===== config.mk =====
export PLATFORM = sky130hd
export DESIGN_NAME = sync_fifo_flags
export DESIGN_NICKNAME = d
export VERILOG_FILES = /design/src/rtl/sync_fifo_pkg.sv /design/src/rtl/sync_fifo_ram.sv /design/src/rtl/sync_fifo_flags.sv
export SDC_FILE = /design/constraint.sdc
export NUM_CORES = 1
export LEC_CHECK = 0
export ABC_AREA = 0
export CORE_UTILIZATION = 60
export CTS_CLUSTER_DIAMETER = 200
export DETAILED_ROUTE_END_ITERATION = 10
export HOLD_SLACK_MARGIN = 0.05
export PLACE_DENSITY = 0.75
export SETUP_SLACK_MARGIN = 0.3
export SYNTH_ARGS = -nofsm -noshare
export SYNTH_HDL_FRONTEND = slang
export SYNTH_SLANG_ARGS = --single-unit

===== constraint.sdc =====
create_clock -name clk_i -period 4.88 [get_ports clk_i]
set_input_delay 0.732 -clock clk_i [delete_from_list [all_inputs] [get_ports clk_i]]
set_output_delay 0.732 -clock clk_i [all_outputs]
set_load 0.02 [all_outputs]

===== src/rtl/sync_fifo_pkg.sv =====
// Package: sync_fifo_pkg
// Shared sizing helper and default pointer/count types for the sync_fifo_flags
// family. The typedefs are sized for the default 16-entry configuration.
// Parameterised instances size their own pointers with fifo_addr_w().
package sync_fifo_pkg;

    localparam int unsigned FIFO_DEFAULT_DEPTH = 16;

    // Address width needed to index 'depth' entries (depth is a power of two)
    function automatic int unsigned fifo_addr_w(input int unsigned depth);
        return $clog2(depth);
    endfunction

    localparam int unsigned FIFO_DEFAULT_ADDR_W = fifo_addr_w(FIFO_DEFAULT_DEPTH);

    // Pointer carries one extra wrap bit so full and empty can be told apart
    typedef logic [FIFO_DEFAULT_ADDR_W:0] fifo_ptr_t;
    // Fill count spans 0..DEPTH inclusive
    typedef logic [FIFO_DEFAULT_ADDR_W:0] fifo_cnt_t;

endpackage


===== src/rtl/sync_fifo_ram.sv =====
// Module: sync_fifo_ram
// DEPTH x DATA_WIDTH register array with one synchronous write port and one
// read port. Optional feature macro: SYNC_FIFO_FWFT_EN.
//   Undefined : read port is registered, loaded when re_i is high, reset to 0.
//   Defined   : read port is asynchronous (rst_n_i / re_i ports not present).
// Ports:
//   clk_i    clock
//   rst_n_i  synchronous active-low reset of the read register (standard mode)
//   re_i     read enable, loads the read register (standard mode)
//   we_i     write enable
//   waddr_i  write address
//   wdata_i  write data
//   raddr_i  read address
//   rdata_o  read data
module sync_fifo_ram #(
    parameter int DATA_WIDTH = 32,
    parameter int DEPTH      = 16,
    parameter int ADDR_W     = 4
) (
    input  logic                  clk_i,
`ifndef SYNC_FIFO_FWFT_EN
    input  logic                  rst_n_i,
    input  logic                  re_i,
`endif
    input  logic                  we_i,
    input  logic [ADDR_W-1:0]     waddr_i,
    input  logic [DATA_WIDTH-1:0] wdata_i,
    input  logic [ADDR_W-1:0]     raddr_i,
    output logic [DATA_WIDTH-1:0] rdata_o
);

    logic [DATA_WIDTH-1:0] mem_q [DEPTH];

    // Storage array write; contents are deliberately not reset
    always_ff @(posedge clk_i) begin
        if (we_i) begin
            mem_q[waddr_i] <= wdata_i;
        end
    end

`ifdef SYNC_FIFO_FWFT_EN
    assign rdata_o = mem_q[raddr_i];
`else
    logic [DATA_WIDTH-1:0] rdata_q;

    // Registered read port: captures the head entry on an accepted read
    always_ff @(posedge clk_i) begin
        if (!rst_n_i) begin
            rdata_q <= {DATA_WIDTH{1'b0}};
        end else if (re_i) begin
            rdata_q <= mem_q[raddr_i];
        end else begin
            rdata_q <= rdata_q;
        end
    end

    assign rdata_o = rdata_q;
`endif

endmodule


===== src/rtl/sync_fifo_flags.sv =====
// Module: sync_fifo_flags
// Parametrised synchronous FIFO with fill count, almost-full/almost-empty
// flags and one-cycle overflow/underflow error pulses.
// Optional feature macro: SYNC_FIFO_FWFT_EN (first-word-fall-through read).
// Ports:
//   clk_i           clock, rising edge
//   rst_n_i         synchronous active-low reset
//   write_i         write request; wr_data_i sampled with it
//   wr_data_i       write data
//   read_i          read request
//   rd_data_o       read data (1-cycle latency, or head entry in FWFT mode)
//   full_o          DEPTH entries stored
//   empty_o         no entries stored
//   almost_full_o   count_o >= AFULL_THR
//   almost_empty_o  count_o <= AEMPTY_THR
//   count_o         entries stored, 0..DEPTH
//   overflow_o      one-cycle pulse after a write request while full
//   underflow_o     one-cycle pulse after a read request while empty
module sync_fifo_flags
    import sync_fifo_pkg::*;
#(
    parameter  int DATA_WIDTH = 32,
    parameter  int DEPTH      = 16,
    parameter  int AFULL_THR  = 12,
    parameter  int AEMPTY_THR = 2,
    localparam int ADDR_W     = fifo_addr_w(DEPTH)
) (
    input  logic                  clk_i,
    input  logic                  rst_n_i,
    input  logic                  write_i,
    input  logic [DATA_WIDTH-1:0] wr_data_i,
    input  logic                  read_i,
    output logic [DATA_WIDTH-1:0] rd_data_o,
    output logic                  full_o,
    output logic                  empty_o,
    output logic                  almost_full_o,
    output logic                  almost_empty_o,
    output logic [ADDR_W:0]       count_o,
    output logic                  overflow_o,
    output logic                  underflow_o
);

    localparam logic [ADDR_W:0] PTR_ONE  = {{ADDR_W{1'b0}}, 1'b1};
    localparam logic [ADDR_W:0] AFULL_C  = AFULL_THR[ADDR_W:0];
    localparam logic [ADDR_W:0] AEMPTY_C = AEMPTY_THR[ADDR_W:0];

    logic [ADDR_W:0]       wr_ptr_q, wr_ptr_d;
    logic [ADDR_W:0]       rd_ptr_q, rd_ptr_d;
    logic                  overflow_q, overflow_d;
    logic                  underflow_q, underflow_d;
    logic                  wr_acc_s, rd_acc_s;
    logic                  full_s, empty_s;
    logic [ADDR_W:0]       count_s;
    logic [DATA_WIDTH-1:0] ram_rdata_s;

    // Count and flags come straight from the registered pointers; the MSB
    // differs exactly when the write pointer has lapped the read pointer.
    assign count_s = wr_ptr_q - rd_ptr_q;
    assign full_s  = (wr_ptr_q[ADDR_W] != rd_ptr_q[ADDR_W]) &&
                     (wr_ptr_q[ADDR_W-1:0] == rd_ptr_q[ADDR_W-1:0]);
    assign empty_s = (wr_ptr_q == rd_ptr_q);

    // Flags are pre-edge: a simultaneous read never frees room for a write
    // when full, nor does a simultaneous write supply data to a read when empty.
    assign wr_acc_s = write_i && !full_s;
    assign rd_acc_s = read_i && !empty_s;

    // Next-state for pointers and error pulses
    always_comb begin
        wr_ptr_d    = wr_ptr_q;
        rd_ptr_d    = rd_ptr_q;
        overflow_d  = write_i && full_s;
        underflow_d = read_i && empty_s;
        if (wr_acc_s) begin
            wr_ptr_d = wr_ptr_q + PTR_ONE;
        end else begin
            wr_ptr_d = wr_ptr_q;
        end
        if (rd_acc_s) begin
            rd_ptr_d = rd_ptr_q + PTR_ONE;
        end else begin
            rd_ptr_d = rd_ptr_q;
        end
    end

    // State register with synchronous active-low reset
    always_ff @(posedge clk_i) begin
        if (!rst_n_i) begin
            wr_ptr_q    <= {(ADDR_W+1){1'b0}};
            rd_ptr_q    <= {(ADDR_W+1){1'b0}};
            overflow_q  <= 1'b0;
            underflow_q <= 1'b0;
        end else begin
            wr_ptr_q    <= wr_ptr_d;
            rd_ptr_q    <= rd_ptr_d;
            overflow_q  <= overflow_d;
            underflow_q <= underflow_d;
        end
    end

    sync_fifo_ram #(
        .DATA_WIDTH (DATA_WIDTH),
        .DEPTH      (DEPTH),
        .ADDR_W     (ADDR_W)
    ) u_ram (
        .clk_i   (clk_i),
`ifndef SYNC_FIFO_FWFT_EN
        .rst_n_i (rst_n_i),
        .re_i    (rd_acc_s),
`endif
        .we_i    (wr_acc_s),
        .waddr_i (wr_ptr_q[ADDR_W-1:0]),
        .wdata_i (wr_data_i),
        .raddr_i (rd_ptr_q[ADDR_W-1:0]),
        .rdata_o (ram_rdata_s)
    );

`ifdef SYNC_FIFO_FWFT_EN
    logic [DATA_WIDTH-1:0] last_q;

    // Remembers the most recently popped entry so the output holds while empty
    always_ff @(posedge clk_i) begin
        if (!rst_n_i) begin
            last_q <= {DATA_WIDTH{1'b0}};
        end else if (rd_acc_s) begin
            last_q <= ram_rdata_s;
        end else begin
            last_q <= last_q;
        end
    end

    assign rd_data_o = empty_s ? last_q : ram_rdata_s;
`else
    assign rd_data_o = ram_rdata_s;
`endif

    assign full_o         = full_s;
    assign empty_o        = empty_s;
    assign count_o        = count_s;
    assign almost_full_o  = (count_s >= AFULL_C);
    assign almost_empty_o = (count_s <= AEMPTY_C);
    assign overflow_o     = overflow_q;
    assign underflow_o    = underflow_q;

endmodule


==> impl_results.md <==
* Post-route ant nets at 0
* Overall die height at 190 um
* Post-Place Cells at 1661
* Vias at 10900
* # port buffers at 78
* Total track usage at 24.3%
* Area leader, netlist: edfxtp_1
* Core Region at 34700 um2
* Multi-input logic area at 4720 um2
* Register area at 16300 um2
* Global placer's final weighted congestion at 0.767
* Cts hold-fix bufs at 0
* Clk_lat worst skew at 0.60 ns
* Clock skew at 0.0274 ns
* Fill cells at 2218
* Max Cap Viol at 0
* Measured slew at the worst slew-check pin at 1.28 ns
* RSZ-0062 raised after global routing: false
* Setup crit end kind: output pin
* IO Count at 79
* Count leader, synth: edfxtp_1
* M1 GR Usage at 33.3%
* Grt ovf at 0
* Synth-to-Final Area Change at 14.2%
* CTS tree: built
* Register area share after synthesis at 76.6%
* First-pass DRT Iterations at 5
* Main synth FF type: edfxtp_1
* Setup crit start kind: flop
* N_diodes at 0
* Fin crit share at 83.8%
* Count of different cell masters after synthesis at 46
* CTS Buf Count at 53
* Final nets at 1307
* Max VDD drop at 0.346 mV
* Drt wl/cell at 24.2 um
* GR Util met2 at 40.7%
* Most Used Layer, Global Route: met2
* Clock power share at 37.6%
* Pwr dens at 439 nW/um2
* Initial Util at 61.2%
* Worst Hold Path EP: rd_ptr_q[4]$_SDFFE_PN0P_
* Switch Pwr at 0.00250 W
* Worst EP required at 4.15 ns
* Static leakage at 7.41 nW
* Hold Vio Cnt, Final at 0
* Number of flops mapped to enable cells by yosys at 512
* Fmax at 245 MHz
* R2R Setup Slk at 1.46 ns
* Vias in the first global route at 11000
* Reg power frac at 50.9%
* Post-CTS Setup Bufs at 0
* Post-route minimum period at 4.09 ns
* Combinational power share at 11.5%
* Clock Sinks at 556
* H-tree depth at 2
* Post-synth ARST share at 0%
* Top cells by area, synth: edfxtp_1 (72%), mux2i_1 (9.1%), dfxtp_1 (4.1%)
* Critical R2R Launch: rd_ptr_q[1]$_SDFFE_PN0P_
* CP arrival at 3.36 ns
* DRC at 0
* CP Max Fanout at 31
* Synth Net Count at 1221
* CTS max path bufs at 3
* Finish-stage setup viols at 0
* Hold Path Class: reg -> reg
* Status: complete, no violations
* Post-synthesis area per instance at 18.1 um2
* Sw Share at 23.5%
* Reg2reg end: u_ram.mem_q[6][6]$_DFFE_PP_
* R2R depth at 6
* TNS Setup at 0 ns
* Antenna violations before repair at 0
* GRT met3 Usage at 3.39%
* Pin count of the biggest net entering global routing at 56
* Setup CP Type: reg -> out
* Hold Path Stages at 2
* Hold path startpoint: rd_ptr_q[4]$_SDFFE_PN0P_
* Clock root cell: clkbuf_16
* DIE AREA at 36100 um2
* # rows at 68
* Clk pin slew, worst setup/hold paths at 0.06 ns
* Vias per cell at 6.17
* Non-Filler Instances at 1760
* Most frequent cells after synthesis: edfxtp_1 (512), mux2i_1 (193), o21ai_0 (66)
* WL final at 42.5 mm
* Pins Over Slew Limit at 0
* Die Wd at 190 um
* Initial drt markers at 1023
* Post-Syn Area at 21200 um2
* Resize count post-CTS at 0
* Internal Dissipation at 0.00816 W
* First-pass GRT wire length at 65.0 mm
* Post-DP HPWL at 23.4 mm
* Share of cells above drive strength 1 at 12.0%
* Syn Inst Count at 1175
* YS warnings at 0
* Register bit total from synthesis at 556
* Yosys top cell area share at 72.4%
* Worst slew margin at 14.3%
-- critical path, stage by stage (launching register included) --
cell             delay [ns]
dfxtp_4                0.68
ha_1                   0.26
inv_1                  0.06
fa_1                   0.41
a21o_1                 0.18
a21oi_1                0.17
xnor2_1                0.18
o2111a_1               0.22
clkdlybuf4s50_1        0.60
-- through the flow --
step / utilization, % / power [W] / hold slack, ns / setup slack [ns] / cell area (um2)
after floorplan: - / 0.00626 / 0.504 / 0.394 / 21200
after global placement: 64.9 / 0.00672 / 0.512 / 1.41 / 22500
after detailed placement: 64.9 / 0.00675 / 0.524 / 1.38 / 22500
after CTS: 69.9 / 0.0107 / 0.534 / 0.742 / 24300
after global routing: 69.9 / 0.0110 / 0.568 / 0.676 / 24300
final: 69.9 / 0.0107 / 0.536 / 0.791 / 24300
-- logic make-up (layout without fill, tap and decap cells) --
| logic type | Yosys count | after routing | synth area share [%] |
|---|---|---|---|
| fa+ha+maj | 10 | 10 | 0.625 |
| xor+xnor | 9 | 9 | 0.407 |
| compound gates | 210 | 210 | 6.08 |
| mux | 225 | 225 | 12.5 |
| buf+inv | 80 | 210 | 1.88 |
| flops | 556 | 556 | 76.6 |
| simple gates | 85 | 85 | 1.96 |
-- registers in the layout, indices dropped and copies added, names as in the netlist --
| name | flops |
|---|---|
| underflow_o | 1 |
| u_ram.mem_q | 512 |
| wr_ptr_q | 5 |
| u_ram.rdata_o | 32 |
| overflow_o | 1 |
| rd_ptr_q | 5 |
-- power groups by stage --
| stage | logic [W] | clock network, W | registers (W) |
|---|---|---|---|
| 5_1_grt | 0.00131 | 0.00424 | 0.00544 |
| 3_5_place_dp | 0.00122 | 0 | 0.00553 |
| 3_3_place_gp | 0.00120 | 0 | 0.00552 |
| 6_report | 0.00122 | 0.00401 | 0.00543 |
| 2_1_floorplan | 0.000712 | 0 | 0.00555 |
| 4_1_cts | 0.00123 | 0.00406 | 0.00543 |
-- placed cells by master, fill, tap and decap left out, types with 32 or more instances in the layout --
cell / instances
edfxtp_1: 512
mux2i_1: 193
clkdlybuf4s50_1: 78
o21ai_0: 66
o22ai_1: 64
clkbuf_16: 54
dfxtp_1: 40
a21oi_1: 36
mux4_2: 32
a221oi_1: 32
nor3_1: 32
-- final cells by class --
type                            instances  share of cell area (%)
Sequential cell                       556                    67.1
Multi-Input combinational cell        539                    19.4
Clock buffer                           78                    6.27
Timing Repair Buffer                   99                    3.87
Tap cell                              455                    2.35
Clock inverter                         21                   0.810
Inverter                               12                   0.186
-- routing by layer --
metal  up-vias  wire length (um)
met5         -                 0
li1       4912                 -
met1      5578             18200
met4         0               852
met2       312             21500
met3        62              1950
-- worst max-delay path by stage --
stage | to | slack (ns) | start
after global routing | almost_empty_o | 0.68 | rd_ptr_q[0]$_SDFFE_PN0P_
after detailed placement | almost_empty_o | 1.38 | rd_ptr_q[0]$_SDFFE_PN0P_
after floorplan | u_ram.mem_q[2][0]$_DFFE_PP_ | 0.39 | rd_ptr_q[1]$_SDFFE_PN0P_
after CTS | almost_empty_o | 0.74 | rd_ptr_q[0]$_SDFFE_PN0P_
after global placement | almost_empty_o | 1.41 | rd_ptr_q[0]$_SDFFE_PN0P_
final | almost_empty_o | 0.79 | rd_ptr_q[0]$_SDFFE_PN0P_
No activity file was read; power rests on OpenSTA's default activity.
